File: config.mk
export PLATFORM = sky130hd
export DESIGN_NAME = fpu_round
export DESIGN_NICKNAME = d
export VERILOG_FILES = /design/src/rtl/fpu_round.sv
export SDC_FILE = /design/constraint.sdc
export NUM_CORES = 1
export LEC_CHECK = 0
export CORE_ASPECT_RATIO = 0.8
export CORE_MARGIN = 1.5
export CORE_UTILIZATION = 45
export DETAILED_ROUTE_END_ITERATION = 16
export PLACE_DENSITY = 0.8
export SLEW_MARGIN = 10
export SYNTH_ARGS = -nofsm -noshare
export SYNTH_HDL_FRONTEND = slang
export SYNTH_SLANG_ARGS = --single-unit
File: constraint.sdc
create_clock -name clk -period 3.1 [get_ports clk]
set_input_delay 0.62 -clock clk [delete_from_list [all_inputs] [get_ports clk]]
set_output_delay 0.62 -clock clk [all_outputs]
set_load 0.005 [all_outputs]
File: src/rtl/fpu_round.sv
// Rounding/packing stage behind the FP add/sub normaliser.
// Takes {sign, exp, frac, G, R, S}, applies the RISC-V rounding mode and
// produces an IEEE-754 single result, per-op fflags and sticky accrued flags.
//
// Handshake: a transfer happens on a rising edge where valid & ready are both
// high; valid never depends on ready, and the producer holds data stable
// while valid is high and ready is low. Both stages advance together on
// en = ~out_valid | out_ready, so in_ready = en and bubbles are not collapsed.
module fpu_round #(
  parameter int                         EXP_W     = 8,
  parameter int                         FRAC_W    = 23,
  parameter logic [EXP_W+FRAC_W:0]      CANON_NAN = 32'h7FC00000
) (
  input  logic                          clk,
  input  logic                          rst,
  input  logic                          flush,
  input  logic                          in_valid,
  output logic                          in_ready,
  input  logic [EXP_W+FRAC_W+3:0]       in_data,
  input  logic [2:0]                    in_rm,
  output logic                          out_valid,
  input  logic                          out_ready,
  output logic [EXP_W+FRAC_W:0]         out_data,
  output logic [4:0]                    out_flags,
  input  logic                          flags_clr,
  output logic [4:0]                    flags_acc
);

  localparam int MW = EXP_W + FRAC_W;

  localparam logic [2:0] RM_RNE = 3'b000;
  localparam logic [2:0] RM_RTZ = 3'b001;
  localparam logic [2:0] RM_RDN = 3'b010;
  localparam logic [2:0] RM_RUP = 3'b011;
  localparam logic [2:0] RM_RMM = 3'b100;

  localparam logic [EXP_W-1:0]  EXP_ONES  = '1;
  localparam logic [FRAC_W-1:0] FRAC_ONES = '1;

  // Input field split
  logic              in_sign;
  logic [EXP_W-1:0]  in_exp;
  logic [FRAC_W-1:0] in_frac;
  logic              in_g, in_r, in_s;
  logic              in_inx;
  logic              in_inc;

  assign in_sign = in_data[MW+3];
  assign in_exp  = in_data[MW+2 -: EXP_W];
  assign in_frac = in_data[FRAC_W+2:3];
  assign in_g    = in_data[2];
  assign in_r    = in_data[1];
  assign in_s    = in_data[0];
  assign in_inx  = in_g | in_r | in_s;

  // Stage 1 state
  logic              s1_valid;
  logic              s1_sign;
  logic [EXP_W-1:0]  s1_exp;
  logic [FRAC_W-1:0] s1_frac;
  logic [2:0]        s1_rm;
  logic              s1_inx;
  logic              s1_inc;

  logic en;
  logic hs;

  assign en       = ~out_valid | out_ready;
  assign in_ready = en;
  assign hs       = out_valid & out_ready;

  // Increment decision per rounding mode; reserved encodings behave as RNE
  always_comb begin
    in_inc = in_g & (in_r | in_s | in_frac[0]);
    case (in_rm)
      RM_RTZ:  in_inc = 1'b0;
      RM_RDN:  in_inc = in_sign & in_inx;
      RM_RUP:  in_inc = ~in_sign & in_inx;
      RM_RMM:  in_inc = in_g;
      default: in_inc = in_g & (in_r | in_s | in_frac[0]);
    endcase
  end

  // Stage 2 combinational result
  logic [MW-1:0] sum;
  logic [MW:0]   nxt_data;
  logic [4:0]    nxt_flags;
  logic          to_max;

  assign sum    = {s1_exp, s1_frac} + {{(MW-1){1'b0}}, s1_inc};
  assign to_max = (s1_rm == RM_RTZ) || ((s1_rm == RM_RDN) && !s1_sign) ||
                  ((s1_rm == RM_RUP) && s1_sign);

  // Pack result: specials first, then overflow, then the normal rounded value
  always_comb begin
    nxt_data  = {s1_sign, sum};
    nxt_flags = {3'b000, s1_inx & (s1_exp == '0), s1_inx};
    if (s1_exp == EXP_ONES) begin
      if (s1_frac != '0) begin
        nxt_data  = CANON_NAN;
        nxt_flags = {~s1_frac[FRAC_W-1], 4'b0000};
      end else begin
        nxt_data  = {s1_sign, EXP_ONES, {FRAC_W{1'b0}}};
        nxt_flags = 5'b00000;
      end
    end else if (sum[MW-1:FRAC_W] == EXP_ONES) begin
      nxt_flags = 5'b00101;
      if (to_max) nxt_data = {s1_sign, EXP_ONES - 1'b1, FRAC_ONES};
      else        nxt_data = {s1_sign, EXP_ONES, {FRAC_W{1'b0}}};
    end
  end

  // Pipeline registers; flush clears valids but leaves data untouched
  always_ff @(posedge clk) begin
    if (rst) begin
      s1_valid  <= 1'b0;
      s1_sign   <= 1'b0;
      s1_exp    <= '0;
      s1_frac   <= '0;
      s1_rm     <= 3'b000;
      s1_inx    <= 1'b0;
      s1_inc    <= 1'b0;
      out_valid <= 1'b0;
      out_data  <= '0;
      out_flags <= 5'b00000;
    end else begin
      if (flush) begin
        s1_valid  <= 1'b0;
        out_valid <= 1'b0;
      end else if (en) begin
        s1_valid  <= in_valid;
        out_valid <= s1_valid;
      end
      if (!flush && en && in_valid) begin
        s1_sign <= in_sign;
        s1_exp  <= in_exp;
        s1_frac <= in_frac;
        s1_rm   <= in_rm;
        s1_inx  <= in_inx;
        s1_inc  <= in_inc;
      end
      if (!flush && en && s1_valid) begin
        out_data  <= nxt_data;
        out_flags <= nxt_flags;
      end
    end
  end

  // Sticky accrued flags; clear wins but still keeps a same-cycle handshake
  always_ff @(posedge clk) begin
    if (rst)            flags_acc <= 5'b00000;
    else if (flags_clr) flags_acc <= hs ? out_flags : 5'b00000;
    else if (hs)        flags_acc <= flags_acc | out_flags;
  end

endmodule

==> summary.md <==
| Metric | Value |
|---|---|
| Outcome | complete, no violations |
| Largest net degree at the start of global routing | 51 |
| Static Leak | 1.75 nW |
| Vias in the first global route | 3151 |
| FF+latch count, synth | 79 |
| Critical path type | flip-flop to flip-flop |
| Layout cell share with drive strength beyond 1 | 8.86% |
| Chip width | 105 um |
| FILL cells | 732 |
| Reg2reg path depth | 10 |
| Core area | 0.00798 mm^2 |
| H-tree levels | 3 |
| Post-route DRC | 0 |
| Worst-path cell chain | ha_1 > ha_1 > nand4_2 > nor4_2 > buf_4 > and4_1 > nor4_4 > buf_4 > or4b_4 > o211ai_1 |
| Syn Std Cell Area | 0.00372 mm^2 |
| Final design area excluding fillers | 0.00488 mm^2 |
| Drt first pass iters | 5 |
| Layout Skew | 8.94 ps |
| CTS tree | yes |
| CTS buffer count | 9 |
| Routing usage on met1 | 32.9% |
| Slew @ Worst Pin | 603 ps |
| First-pass GRT wire length | 15600 um |
| Maximum VDD drop | 0.233 mV |
| RR Endpoint | out_data[0] |
| Reg power frac | 53.1% |
| Ys flop type | dfxtp_1 |
| Max Fanout on Critical Path | 22 |
| Number of synthesized flops with an enable pin | 0 |
| CP Capture Type | flip-flop |
| Worst-Skew Late Latency | 350 ps |
| GPL Wtd Cong | 0.925 |
| GRT Overall Usage | 22.0% |
| Wire per inst | 14.7 um |
| Max Cap Viol | 0 |
| R2R Path Start | s1_frac[0] |
| Starting Density | 46.7% |
| Post-Syn Area per Cell | 8.17 um^2 |
| R2r setup slk | 220 ps |
| Final ANT Viol Nets | 0 |
| Placed cell area | 0.00467 mm^2 |
| Async SR Flop Fraction | 0% |
| Slowest-stage cell, CP | or4b_4 |
| Cells after synthesis | 456 |
| Setup TNS | 0 ps |
| Worst Hold Depth | 2 |
| Met2 global-route usage | 31.1% |
| Synth unique cells | 54 |
| Remaining global-route overflow | 0 |
| Sw Pwr | 0.496 mW |
| Hold Startpoint | out_data[31] |
| Dpl hpwl | 7220 um |
| Die ar. | 0.00884 mm^2 |
| Pins Over Slew Limit | 0 |
| Port Buffer Count | 85 |
| Hold endpoint | out_data[31] |
| Combinational group share of total power | 10.6% |
| Worst Path Required | 3370 ps |
| Tmin final | 2880 ps |
| Die Y | 84.4 um |
| Net Sw Frac | 24.4% |
| Layer with the highest usage | met1 |
| Final net count | 585 |
| Number of synthesis warnings | 0 |
| RSZ-0062 raised after global routing | false |
| Crit start category | flip-flop |
| Pint | 1.54 mW |
| Setup violators final | 0 |
| Rel. slew slack | 59.7% |
| Hold_buf cts | 0 |
| Clock transition at path regs | 80 ps |
| DR iter-0 viols | 332 |
| Tcrit/Tclk final | 92.9% |
| Max Freq | 347 MHz |
| Clock power share | 36.3% |
| Initial antenna violation count | 0 |
| Ant diodes | 0 |
| Vias per cell | 5.47 |
| Grt met3 use | 5.05% |
| Num ports | 88 |
| Num rows | 29 |
| Max incr delay on CP | 660 ps |
| CP arrival | 3150 ps |
| Root Buffer | clkbuf_8 |
| Via count | 3558 |
| Worst min path class | flip-flop to flip-flop |
| Total Wirelength | 9540 um |
| Longest Clk Path Bufs | 2 |
| Final hold vios | 0 |
| Sink Count | 79 |
| Area Growth Syn to Fin | 31.0% |
| Pwr/cell area | 417 mW/mm^2 |
| Post-synthesis sequential area ratio | 42.5% |
flip-flops by register name, summed over array words and instances (netlist names):
signal     count
s1_inx         1
s1_frac       23
s1_exp         8
s1_inc         1
flags_acc      4
out_data      32
s1_rm          3
out_valid      1
s1_valid       1
out_flags      4
s1_sign        1
cells in the mapped netlist, types with 2 or more instances:
cell type	number	share of area [%]
nor2b_1	3	0.50
a32o_1	2	0.54
ha_1	2	0.67
and4b_1	2	0.54
nor4_1	8	1.3
nor4_4	2	1.1
xnor2_1	13	3.1
o22ai_1	4	0.67
a21oi_1	44	5.9
and4_1	6	1.4
nand3_1	16	2.1
buf_2	4	0.54
and2_1	5	0.84
buf_1	2	0.20
nor2_1	27	2.7
buf_6	3	0.91
o311ai_0	4	0.94
and3_1	5	0.84
nand4_1	6	1.0
a32oi_1	4	0.94
xor2_1	16	3.8
dfxtp_1	79	42
o211ai_1	19	3.8
nand4_2	3	1.0
nor3_1	11	1.5
inv_1	7	0.71
or3_1	2	0.34
clkbuf_2	2	0.27
clkbuf_1	19	1.9
buf_4	3	0.60
nand2_1	110	11
layer usage:
layer / routed length [um] / share of wire, % / vias up
li1: - / - / 1753
met1: 4790 / 50 / 1652
met2: 3900 / 41 / 140
met3: 724 / 7.6 / 13
met4: 126 / 1.3 / 0
met5: 0 / 0 / -
final cells by class:
type	count	area (um^2)	area share (%)
Clock buffer	10	138	2.82
Clock inverter	4	47.5	0.974
Inverter	7	26.3	0.538
Multi-Input combinational cell	338	1960	40.2
Sequential cell	79	1580	32.4
Tap cell	108	135	2.77
Timing Repair Buffer	104	988	20.3
power by group through the flow:
stage,registers [mW],clock network (mW),logic [mW]
global route,1.09,0.790,0.237
CTS,1.08,0.753,0.214
floorplan,1.09,0,0.114
global placement,1.10,0,0.208
detailed placement,1.10,0,0.213
finish,1.08,0.738,0.216
placed cells by master (no fill, tap or decap), types with 3 or more instances in the layout:
cell type,Yosys,routed
clkbuf_8,0,10
nand2_1,110,110
o211ai_1,19,19
o22ai_1,4,4
dfxtp_1,79,79
a32oi_1,4,4
nand4_1,6,6
inv_1,7,7
o311ai_0,4,4
clkdlybuf4s50_1,0,84
and3_1,5,5
xor2_1,16,15
and2_1,5,5
and4_1,6,6
nand4_2,3,3
nor2b_1,3,3
a21oi_1,44,44
nor2_1,27,27
nand3_1,16,16
buf_4,3,19
nor4_1,8,8
xnor2_1,13,13
nor3_1,11,11
through the flow:
stage	setup WS [ps]	utilization, %	instances	power, mW	hold slack, ps
after floorplan	475	-	457	1.20	432
after global placement	303	58.5	634	1.31	443
after detailed placement	112	58.5	634	1.32	453
after CTS	197	60.8	648	2.05	463
after global routing	6.29	61.1	650	2.11	481
final	219	61.1	650	2.03	459
kinds of logic (layout without fill, tap and decap cells):
group           after synthesis  after routing  share of synthesized area, %
other cells                   1              2                         0.101
simple gates                214            214                          28.4
mux                           1              1                         0.269
buf+inv                      40            125                          5.14
fa+ha+maj                     3              3                         0.940
flops                        79             79                          42.5
xor+xnor                     29             29                          6.82
compound gates               89             89                          15.9
worst max-delay path by stage:
| stage | start | endpoint | slack, ps | cells past startpoint |
|---|---|---|---|---|
| 2_1_floorplan | s1_frac[0] | out_data[11] | 470 | 11 |
| 3_3_place_gp | out_ready | out_data[1] | 300 | 7 |
| 3_5_place_dp | out_ready | out_data[0] | 110 | 7 |
| 4_1_cts | s1_frac[0] | out_data[0] | 200 | 9 |
| 5_1_grt | s1_frac[0] | out_data[1] | 6 | 10 |
| 6_report | s1_frac[0] | out_data[0] | 220 | 10 |
repair_timing:
action / CTS / global route
buffers inserted: 0 / 2
resized for setup: 0 / 1
setup endpoints to repair: 0 / 22
critical path, delay by kind of cell (launching register included):
family	cells	cell delay (ps)
flops	1	360
buf+inv	2	380
compound gates	1	150
simple gates	5	1390
fa+ha+maj	2	490
(Power assumes the default switching activity.)
